<file path="src/rtl/lms_pkg.sv">
// Shared package for the LMS adaptive filter blocks.
// Holds the Q1.15 format constants and the state encoding of the
// per-tap weight-update FSM.
package lms_pkg;

  localparam int LMS_DW   = 16;  // sample / weight width, signed Q1.15
  localparam int LMS_FRAC = 15;  // fractional bits of a Q1.15 value

  localparam logic signed [LMS_DW-1:0] LMS_WMAX = 16'sh7FFF;
  localparam logic signed [LMS_DW-1:0] LMS_WMIN = 16'sh8000;

  typedef enum logic [2:0] {
    IDLE,
    READ,
    MULT,
    UPD,
    WRITE
  } lms_upd_state_t;

endpackage

</file>
<file path="src/rtl/lms_weight_update_if.sv">
// Bus bundle of the LMS weight-update stage.
// Carries the request handshake (valid_in/ready, x_in, err_in, adapt_en,
// done, sat_flag) and the coefficient-register port (w_rd_en, w_rd_data,
// w_wr_en, w_wr_data).
//   slave  : the update stage itself
//   master : the requester plus the coefficient register
interface lms_weight_update_if;
  import lms_pkg::*;

  logic                     valid_in;
  logic signed [LMS_DW-1:0] x_in;
  logic signed [LMS_DW-1:0] err_in;
  logic                     adapt_en;
  logic                     ready;
  logic                     w_rd_en;
  logic signed [LMS_DW-1:0] w_rd_data;
  logic                     w_wr_en;
  logic signed [LMS_DW-1:0] w_wr_data;
  logic                     done;
  logic                     sat_flag;

  modport slave (
    input  valid_in, x_in, err_in, adapt_en, w_rd_data,
    output ready, w_rd_en, w_wr_en, w_wr_data, done, sat_flag
  );

  modport master (
    output valid_in, x_in, err_in, adapt_en, w_rd_data,
    input  ready, w_rd_en, w_wr_en, w_wr_data, done, sat_flag
  );

endinterface

</file>
<file path="src/rtl/lms_sat_add.sv">
// Combinational saturating adder: 16-bit signed a plus 17-bit signed b,
// clamped to the 16-bit signed range.
//   a   : 16-bit signed operand (Q1.15)
//   b   : 17-bit signed operand
//   sum : saturated 16-bit result
//   ovf : 1 when the exact sum was outside the 16-bit range
module lms_sat_add
  import lms_pkg::*;
(
  input  logic signed [LMS_DW-1:0] a,
  input  logic signed [LMS_DW:0]   b,
  output logic signed [LMS_DW-1:0] sum,
  output logic                     ovf
);

  // Two guard bits so the exact sum can never wrap, whatever b holds.
  localparam logic signed [LMS_DW+1:0] S_MAX = {{2{LMS_WMAX[LMS_DW-1]}}, LMS_WMAX};
  localparam logic signed [LMS_DW+1:0] S_MIN = {{2{LMS_WMIN[LMS_DW-1]}}, LMS_WMIN};

  logic signed [LMS_DW+1:0] s_wide;

  assign s_wide = {{2{a[LMS_DW-1]}}, a} + {b[LMS_DW], b};

  // NOTE: every output of a combinational block gets a default first, so no
  // path through the if/else can leave it unassigned and infer a latch.
  always_comb begin
    sum = s_wide[LMS_DW-1:0];
    ovf = 1'b0;
    if (s_wide > S_MAX) begin
      sum = LMS_WMAX;
      ovf = 1'b1;
    end else if (s_wide < S_MIN) begin
      sum = LMS_WMIN;
      ovf = 1'b1;
    end
  end

endmodule

</file>
<file path="src/rtl/lms_weight_update.sv">
// LMS coefficient update for one tap:
//   w_new = sat16(w + ((e*x) >>> (15+MU_SHIFT)))
// Sequence per accepted request: IDLE -> READ -> MULT -> UPD -> WRITE.
// Ports:
//   clk   : rising-edge clock
//   reset : asynchronous, active-high
//   bus   : lms_weight_update_if.slave (handshake + coefficient register)
// Parameters:
//   DW       : data width, only 16 supported
//   MU_SHIFT : step size mu = 2^-MU_SHIFT, legal range 0..15
module lms_weight_update
  import lms_pkg::*;
#(
  parameter int DW       = LMS_DW,
  parameter int MU_SHIFT = 4
) (
  input  logic                clk,
  input  logic                reset,
  lms_weight_update_if.slave  bus
);

  localparam int SHIFT = LMS_FRAC + MU_SHIFT;

  lms_upd_state_t state_q, state_d;

  logic signed [DW-1:0]   x_q, e_q, w_q;
  logic                   adapt_q;
  logic signed [2*DW-1:0] p_q;

  logic signed [DW:0]     step;
  logic signed [DW-1:0]   sum_c;
  logic                   ovf_c;

  logic                   ready_q, ready_d;
  logic                   rd_en_q, rd_en_d;
  logic                   wr_en_q, wr_en_d;
  logic signed [DW-1:0]   wr_data_q, wr_data_d;
  logic                   done_q, done_d;
  logic                   sat_q, sat_d;

  // Largest magnitude is (-1)*(-1) = 2^30; shifted by at least 15 it is
  // 2^15, which still fits the 17-bit step.
  assign step = (DW+1)'(p_q >>> SHIFT);

  lms_sat_add u_sat_add (
    .a   (w_q),
    .b   (step),
    .sum (sum_c),
    .ovf (ovf_c)
  );

  // Next state and the values the registered outputs take in that state.
  always_comb begin
    state_d   = state_q;
    ready_d   = 1'b0;
    rd_en_d   = 1'b0;
    wr_en_d   = 1'b0;
    wr_data_d = '0;
    done_d    = 1'b0;
    sat_d     = 1'b0;
    unique case (state_q)
      IDLE: begin
        if (bus.valid_in) begin
          state_d = READ;
          rd_en_d = 1'b1;
        end else begin
          ready_d = 1'b1;
        end
      end
      READ:  state_d = MULT;
      MULT:  state_d = UPD;
      UPD: begin
        state_d = WRITE;
        done_d  = 1'b1;
        sat_d   = ovf_c;
        if (adapt_q) begin
          wr_en_d   = 1'b1;
          wr_data_d = sum_c;
        end
      end
      WRITE: begin
        state_d = IDLE;
        ready_d = 1'b1;
      end
      default: state_d = IDLE;
    endcase
  end

  // NOTE: sequential state uses non-blocking assignments so every register
  // samples pre-edge values regardless of statement order.
  always_ff @(posedge clk or posedge reset) begin
    if (reset) begin
      state_q   <= IDLE;
      ready_q   <= 1'b1;
      rd_en_q   <= 1'b0;
      wr_en_q   <= 1'b0;
      wr_data_q <= '0;
      done_q    <= 1'b0;
      sat_q     <= 1'b0;
    end else begin
      state_q   <= state_d;
      ready_q   <= ready_d;
      rd_en_q   <= rd_en_d;
      wr_en_q   <= wr_en_d;
      wr_data_q <= wr_data_d;
      done_q    <= done_d;
      sat_q     <= sat_d;
    end
  end

  // NOTE: the datapath registers are reset too, so an aborted request can
  // never leak an old operand into the next update.
  always_ff @(posedge clk or posedge reset) begin
    if (reset) begin
      x_q     <= '0;
      e_q     <= '0;
      adapt_q <= 1'b0;
      w_q     <= '0;
      p_q     <= '0;
    end else begin
      unique case (state_q)
        IDLE: begin
          if (bus.valid_in) begin
            x_q     <= bus.x_in;
            e_q     <= bus.err_in;
            adapt_q <= bus.adapt_en;
          end
        end
        READ:    w_q <= bus.w_rd_data;
        MULT:    p_q <= (2*DW)'(x_q) * (2*DW)'(e_q);
        default: ;
      endcase
    end
  end

  assign bus.ready     = ready_q;
  assign bus.w_rd_en   = rd_en_q;
  assign bus.w_wr_en   = wr_en_q;
  assign bus.w_wr_data = wr_data_q;
  assign bus.done      = done_q;
  assign bus.sat_flag  = sat_q;

endmodule

</file>
<file path="src/flat_wrapper.sv">
// flat-port wrapper written by rule: the top's interface ports become plain ports
module lms_weight_update_flat import lms_pkg::*;
#(
  parameter int DW       = LMS_DW,
  parameter int MU_SHIFT = 4
)
  (clk, reset, bus_valid_in, bus_x_in, bus_err_in, bus_adapt_en, bus_w_rd_data, bus_ready, bus_w_rd_en, bus_w_wr_en, bus_w_wr_data, bus_done, bus_sat_flag);
  lms_weight_update_if bus_i ();
  input  logic clk;
  input  logic reset;
  input wire logic [$bits(bus_i.valid_in)-1:0] bus_valid_in;
  input wire logic [$bits(bus_i.x_in)-1:0] bus_x_in;
  input wire logic [$bits(bus_i.err_in)-1:0] bus_err_in;
  input wire logic [$bits(bus_i.adapt_en)-1:0] bus_adapt_en;
  input wire logic [$bits(bus_i.w_rd_data)-1:0] bus_w_rd_data;
  output wire logic [$bits(bus_i.ready)-1:0] bus_ready;
  output wire logic [$bits(bus_i.w_rd_en)-1:0] bus_w_rd_en;
  output wire logic [$bits(bus_i.w_wr_en)-1:0] bus_w_wr_en;
  output wire logic [$bits(bus_i.w_wr_data)-1:0] bus_w_wr_data;
  output wire logic [$bits(bus_i.done)-1:0] bus_done;
  output wire logic [$bits(bus_i.sat_flag)-1:0] bus_sat_flag;
  assign bus_i.valid_in = bus_valid_in;
  assign bus_i.x_in = bus_x_in;
  assign bus_i.err_in = bus_err_in;
  assign bus_i.adapt_en = bus_adapt_en;
  assign bus_i.w_rd_data = bus_w_rd_data;
  assign bus_ready = bus_i.ready;
  assign bus_w_rd_en = bus_i.w_rd_en;
  assign bus_w_wr_en = bus_i.w_wr_en;
  assign bus_w_wr_data = bus_i.w_wr_data;
  assign bus_done = bus_i.done;
  assign bus_sat_flag = bus_i.sat_flag;
  lms_weight_update #(.DW(DW), .MU_SHIFT(MU_SHIFT)) u_core (.clk(clk), .reset(reset), .bus(bus_i));
endmodule
</file>
<file path="config.mk">
export PLATFORM = sky130hd
export DESIGN_NAME = lms_weight_update_flat
export DESIGN_NICKNAME = d
export VERILOG_FILES = /design/src/rtl/lms_pkg.sv /design/src/rtl/lms_weight_update_if.sv /design/src/rtl/lms_sat_add.sv /design/src/rtl/lms_weight_update.sv /design/src/flat_wrapper.sv
export SDC_FILE = /design/constraint.sdc
export NUM_CORES = 1
export LEC_CHECK = 0
export BUFFER_PORTS_ARGS = -buffer_cell sky130_fd_sc_hd__clkbuf_2
export CAP_MARGIN = 20
export CORE_MARGIN = 2
export CORE_UTILIZATION = 50
export CTS_CLUSTER_SIZE = 16
export DETAILED_ROUTE_END_ITERATION = 8
export GPL_TIMING_DRIVEN = 0
export PLACE_DENSITY = 0.77
export SYNTH_ARGS = -nofsm -noshare
export SYNTH_HDL_FRONTEND = slang
export SYNTH_SLANG_ARGS = --single-unit
export TNS_END_PERCENT = 30
</file>
<file path="constraint.sdc">
create_clock -name clk -period 14.85 [get_ports clk]
set_clock_uncertainty 0.2 [all_clocks]
set_input_delay 0.7425 -clock clk [delete_from_list [all_inputs] [get_ports clk]]
set_output_delay 0.7425 -clock clk [all_outputs]
set_load 0.01 [all_outputs]
</file>
==> results.toml, run 1 <==
[clocking]
clkTransAtPathRegs_ps = 70
numCtsBuffers = 9
clkLatencyLatePin_ps = 340
cts-hold-fix-buffers = 0
cts_tree = "done"
cts.sinks = 86
htree_num_levels = 3
post_cts_buffers = 0
cts_resized = 0
cts_root_buf = "clkbuf_16"
cts_max_path_buffers = 2

[critical_path]
r2r_cells = 23
crit_path_end = "u_core.p_q[30]$_DFFE_PP0P_"
crit_fanout = 10
r2r_setup_slack_ps = 7470
end_kind = "flip-flop"
critPathRequiredTime_ps = 14890
worst_ep_arrival_time_ps = 7420
r2r_end = "u_core.p_q[30]$_DFFE_PP0P_"
critPathKind = "reg -> reg"
timing.rr.start = "u_core.e_q[8]$_DFFE_PP0P_"
critPathLaunchType = "flip-flop"
cp-startpoint = "u_core.e_q[8]$_DFFE_PP0P_"

[logic_synthesis]
yosys-top-cells-count = "326 x inv_1, 262 x fa_1, 135 x nand2_1, 125 x and2_1, 95 x ha_1"
async_reset_ff_share_pct = 100
synth_adder_area_share_pct = 48.6
synth_compound_area_share_pct = 5.76
syn_inst = 1329
synthTopCellsByArea = "fa_1 40%, dfrtp_1 16%, inv_1 9.2%"
synthFlopType = "dfrtp_1"
synthesis.area_mm2 = 0.0132
ys_warn_count = 0
muxShareOfSynthArea_pct = 4.08
syn-num-nets = 1738
yosysMostFrequentCell = "inv_1"
synth_top_family_by_area = "adder cells"
yosys.area_share.simple_pct = 12.6
yosysSeqAreaShare_pct = 16.3
synthDistinctLibCells = 60
synth_xor_area_share_pct = 1.85
synth_enable_flop_cells = 0
avgSynthCellArea_um2 = 9.96
synth_top_area_cell = "fa_1"
synth_top_cell_area_share_pct = 39.6
ys_ff_latch = 86

[finish]
area_growth_pct = 8.44
drive_gt1_share_pct = 11.8
antennaDiodeCount = 0
nNetsFinal = 1822

[timing]
fin_ws_ps = 7470
setup_viol = 0
final.period_utilization_pct = 49.7
finalHoldViolCount = 0
period_needed_ps = 7380
tightest_slew_ps = 1010
final.setup.tns_ps = 0
timing.fmax_ghz = 0.136
maxSlewHeadroom_pct = 32.3
drv_slew = 0
rsz0062_at_grt = "no"

[routing]
top_layer_used = "met4"
drtPass1Iterations = 4
wl_met2_um = 15100
vias = 9229
drc = 0
wl_um = 29900
drt_iter0_drc = 587
via_per_inst = 5.26
wl_met3_um = 1830
detail_route.wl_per_cell_um = 17.0
wl_met1_um = 11900
drtAntennaViolNets = 0

[floorplan]
start_util_pct = 50.8
die_w_um = 167
coreArea_mm2 = 0.0261
ios = 73
rows = 59
die_y_um = 167
die_area_mm2 = 0.0278

[run]
max-cap-violations = 0

[outcome]
status = "complete, no violations"

[worst_hold_path]
hold_class = "in -> async"

[global_route]
gr-total-overflow = 0
grt_use_total_pct = 22.8
antenna_found_initial = 0
grt_pass1_vias = 10209
grt_pass1_wl_um = 50300
grt_max_degree = 57

[placement]
place.gp.congestion = 0.900
hpwl_um = 25300
place_ws_ps = 7590
io_buffers = 72
flip-flops by register name (all words and copies together) (netlist names):
signal / flops
u_core.state_q: 3
u_core.adapt_q: 1
u_core.e_q: 16
u_core.bus.sat_flag: 1
u_core.x_q: 16
u_core.bus.w_wr_data: 16
u_core.bus.w_wr_en: 1
u_core.bus.w_rd_en: 1
u_core.p_q: 13
u_core.bus.ready: 1
u_core.bus.done: 1
u_core.w_q: 16
worst min path at each step:
| stage | from | end | slack, ps | cells past startpoint |
|---|---|---|---|---|
| final | reset | u_core.e_q[2]$_DFFE_PP0P_ | 200 | 2 |
| after global routing | reset | u_core.e_q[2]$_DFFE_PP0P_ | 230 | 2 |
| after CTS | reset | u_core.e_q[2]$_DFFE_PP0P_ | 210 | 2 |
| after detailed placement | u_core.p_q[28]$_DFFE_PP0P_ | u_core.p_q[28]$_DFFE_PP0P_ | 280 | 2 |
| after global placement | u_core.p_q[27]$_DFFE_PP0P_ | u_core.p_q[27]$_DFFE_PP0P_ | 270 | 2 |
| after floorplan | u_core.p_q[25]$_DFFE_PP0P_ | u_core.p_q[25]$_DFFE_PP0P_ | 250 | 2 |
final cells by class:
cell class,instances,area [um2]
buffer,44,193
clock buffer,10,239
clock inverter,6,68.8
fill,2251,11700
inverter,329,1240
multi-input combinational,870,9650
sequential,86,2150
tap,335,419
timing repair buffer,73,388
stage by stage:
| step | area [um2] | utilization [%] | hold WS, ps | std cells |
|---|---|---|---|---|
| 2_1_floorplan | 13200 | - | 253 | 1329 |
| 3_3_place_gp | 14000 | 53.8 | 274 | 1736 |
| 3_5_place_dp | 14000 | 53.9 | 280 | 1737 |
| 4_1_cts | 14400 | 55.1 | 207 | 1753 |
| 5_1_grt | 14400 | 55.1 | 226 | 1753 |
| 6_report | 14400 | 55.1 | 196 | 1753 |
worst max-delay path: stages, from the launching register on:
cell and delay (ps):
dfrtp_1 730, clkbuf_1 500, nand2_1 150, fa_1 530, inv_1 50, fa_1 510, inv_1 60, fa_1 530
inv_1 50, fa_1 460, fa_1 490, inv_1 50, fa_1 480, inv_1 50, ha_1 310, nand4_1 150
a211oi_1 340, a31oi_1 230, a21oi_1 340, o211a_1 260, o21ai_2 110, a211oi_1 360, nor3_1 90, o31ai_1 250
per-layer routing:
metal  track usage (%)  vias up
met5                 0        -
met4              7.57        0
met3              3.75       64
met2              39.7      278
met1              29.1     4735
li1                  -     4152
placed cells by master (no fill, tap or decap), drive strengths merged, types with 2 or more instances in the layout:
master  instances
inv           329
fa            262
nand2         136
and2          125
clkbuf        123
ha             95
dfrtp          85
mux2           48
a21oi          34
nor2           24
xnor2          20
o21ai          17
a21o           10
nand2b          8
xor2            8
nand3           7
nor3            7
o21bai          7
o22ai           7
o31ai           6
and3            6
a211oi          5
o21a            5
nor3b           4
a31oi           4
clkinv          4
buf             4
nand4           3
o211a           2
or3             2
nor4b           2
a21boi          2
nor4            2
a31o            2
kinds of logic after synthesis:
logic type | Yosys count
AO/OA/AOI/OAI | 108
XOR/XNOR | 28
adder cells (fa/ha/maj) | 357
buffers and inverters | 373
flip-flops | 86
multiplexers | 48
AND/OR/NAND/NOR | 329
Power of run 1 is left out: the tool's default activity adds up to more than one toggle a clock period on the data nets, which glitch-free logic cannot reach.
==> run 2, diff against run 1 <==
--- a/config.mk
+++ b/config.mk
@@ -12,7 +12,7 @@
 export CTS_CLUSTER_SIZE = 16
 export DETAILED_ROUTE_END_ITERATION = 8
 export GPL_TIMING_DRIVEN = 0
-export PLACE_DENSITY = 0.77
+export PLACE_DENSITY = 0.8
 export SYNTH_ARGS = -nofsm -noshare
 export SYNTH_HDL_FRONTEND = slang
 export SYNTH_SLANG_ARGS = --single-unit
==> constraint.sdc (replaced) <==
create_clock -name clk -period 6.5 [get_ports clk]
set_clock_uncertainty 0.2 [all_clocks]
set_input_delay 0.325 -clock clk [delete_from_list [all_inputs] [get_ports clk]]
set_output_delay 0.325 -clock clk [all_outputs]
set_load 0.01 [all_outputs]
==> run 2 against run 1 <==
  * Via count grew 3.2%
  * Maximum frequency increased by 15%
  * Core utilization increased by 2.9 points
  * Design area is 5.3% higher
  * Clock-buffer cell count grew 1
  * Largest cell class unchanged
==> results.toml, run 2 (same netlist as run 1, synthesis figures left out) <==
[global_route]
top_usage_layer = "met2"
grt_pass1_vias = 10410
met1_usage_pct = 29.3
grt_use_met2_pct = 40.9
grt_pass1_wl_um = 52100
met3_usage_pct = 4.78
gr-total-overflow = 0
grt_use_total_pct = 23.8
grt_max_degree = 68
antenna_found_initial = 0

[finish]
antennaDiodeCount = 0
final_common_cell = "inv_1"
drive_gt1_share_pct = 20.8
nNetsFinal = 1866
area_growth_pct = 14.2
fin_area_mm2 = 0.0151
final_cell_mix = "318 x inv_1, 257 x fa_1, 133 x nand2_1, 123 x and2_1, 92 x ha_1"

[critical_path]
crit_slowest_cell = "fa_1"
crit_fanout = 5
worst_ep_arrival_time_ps = 6440
path_delay_family = "adder cells"
worstPathCellList = "buf_6 > and2_4 > fa_1 > inv_2 > fa_2 > fa_1 > fa_1 > inv_1 > fa_1 > inv_1 > fa_1 > inv_2 > ha_4 > nand4_1 > a211oi_2 > a31oi_4 > a21oi_2 > o211a_1 > o21ai_4 > a211oi_2 > nor3_2 > o31ai_2"
critPathRequiredTime_ps = 6530
critPathKind = "reg -> reg"
crit_top_cell = "fa_1"
critPathLaunchType = "flip-flop"
worst-path-buf-inv = 5
max_stage_delay_ps = 540
end_kind = "flip-flop"

[routing]
drt_iter0_drc = 599
vias = 9525
detail_route.wl_per_cell_um = 17.8
wl_um = 32100
via_per_inst = 5.30
drtAntennaViolNets = 0
drc = 0
drtPass1Iterations = 5

[clocking]
cts_max_path_buffers = 2
cts.sinks = 86
clkTransAtPathRegs_ps = 70
clkLatencyLatePin_ps = 340
cts_tree = "done"
htree_num_levels = 3
cts_root_buf = "clkbuf_16"
numCtsBuffers = 9

[floorplan]
start_util_pct = 50.8
die_area_mm2 = 0.0278
die_y_um = 167
ios = 73
rows = 59
die_w_um = 167
coreArea_mm2 = 0.0261

[placement]
hpwl_um = 25200
place.gp.congestion = 0.894
io_buffers = 72
postPlaceCellArea_mm2 = 0.0140

[timing]
finalHoldViolCount = 0
tightest_slew_ps = 1110
maxSlewHeadroom_pct = 25.7
timing.fmax_ghz = 0.156
final.period_utilization_pct = 98.6
rsz0062_at_grt = "yes"
drv_slew = 0
setup_viol = 0
period_needed_ps = 6410

[worst_hold_path]
hold_class = "in -> reg"

[run]
max-cap-violations = 0

[outcome]
status = "complete, no violations"
## run 2: cell count changes in the layout (fill, tap and decap cells not counted), moves of 5 or more
cell      previous run  this run
buf_8                0         6
inv_1              325       318
inv_2                2         9
dfrtp_1             85        55
clkbuf_1            41        10
buf_6                1        13
buf_4                1        45
fa_2                 0         5
fa_1               262       257
dfrtp_2              0        30
## run 2: through the flow
step	hold slack (ps)	setup TNS [ps]	worst slack [ps]	util [%]	cells
3_3_place_gp	280	-4100	-645	53.8	1736
3_5_place_dp	87.2	-5350	-755	53.9	1737
2_1_floorplan	188	0	514	-	1329
5_1_grt	8.43	-243	-103	58.0	1797
4_1_cts	13.1	0	0.343	56.4	1767
6_report	15.5	0	92.4	58.0	1797
## run 2: what timing repair did
action / CTS / global route
buffers inserted: 12 / 30
endpoints found under the setup margin: 13 / 8
endpoints found under the hold margin: 20 / 0
gates resized for setup: 94 / 86
hold buffers: 2 / 0
pin swaps: 5 / 26
## run 2: cell type report
| class | count | area (um2) |
|---|---|---|
| buffer | 43 | 392 |
| clock buffer | 11 | 253 |
| clock inverter | 5 | 40.0 |
| fill | 2103 | 10900 |
| inverter | 329 | 1240 |
| multi-input combinational | 870 | 9820 |
| sequential | 86 | 2190 |
| tap | 335 | 419 |
| timing repair buffer | 118 | 757 |
## run 2: final timing paths
kind / start / to / slack (ps) / cells past startpoint
max in group asynchronous: reset / u_core.x_q[13]$_DFFE_PP0P_ / 5170 / 4
min in group asynchronous: reset / u_core.e_q[2]$_DFFE_PP0P_ / 280 / 3
min reg2reg: u_core.p_q[22]$_DFFE_PP0P_ / u_core.p_q[22]$_DFFE_PP0P_ / 300 / 2
max: u_core.x_q[7]$_DFFE_PP0P_ / u_core.p_q[31]$_DFFE_PP0P_ / 90 / 22
max reg2reg: u_core.x_q[7]$_DFFE_PP0P_ / u_core.p_q[31]$_DFFE_PP0P_ / 90 / 22
min: bus_x_in[4] / u_core.x_q[4]$_DFFE_PP0P_ / 20 / 2
## run 2: worst reg2reg max path: stages, from the launching register on
cell	delay, ps
dfrtp_2	470
buf_6	150
and2_4	150
fa_1	540
inv_2	40
fa_2	530
fa_1	430
fa_1	510
inv_1	50
fa_1	490
inv_1	60
fa_1	490
inv_2	50
ha_4	250
nand4_1	150
a211oi_2	300
a31oi_4	170
a21oi_2	240
o211a_1	280
o21ai_4	110
a211oi_2	310
nor3_2	90
o31ai_2	240
## run 2: metal layers
metal	routed length [um]	vias to the layer above
met5	0	-
met4	1460	0
met3	2390	84
met2	16200	336
met1	12000	4856
li1	-	4249
Power of run 2 is left out for the same reason.
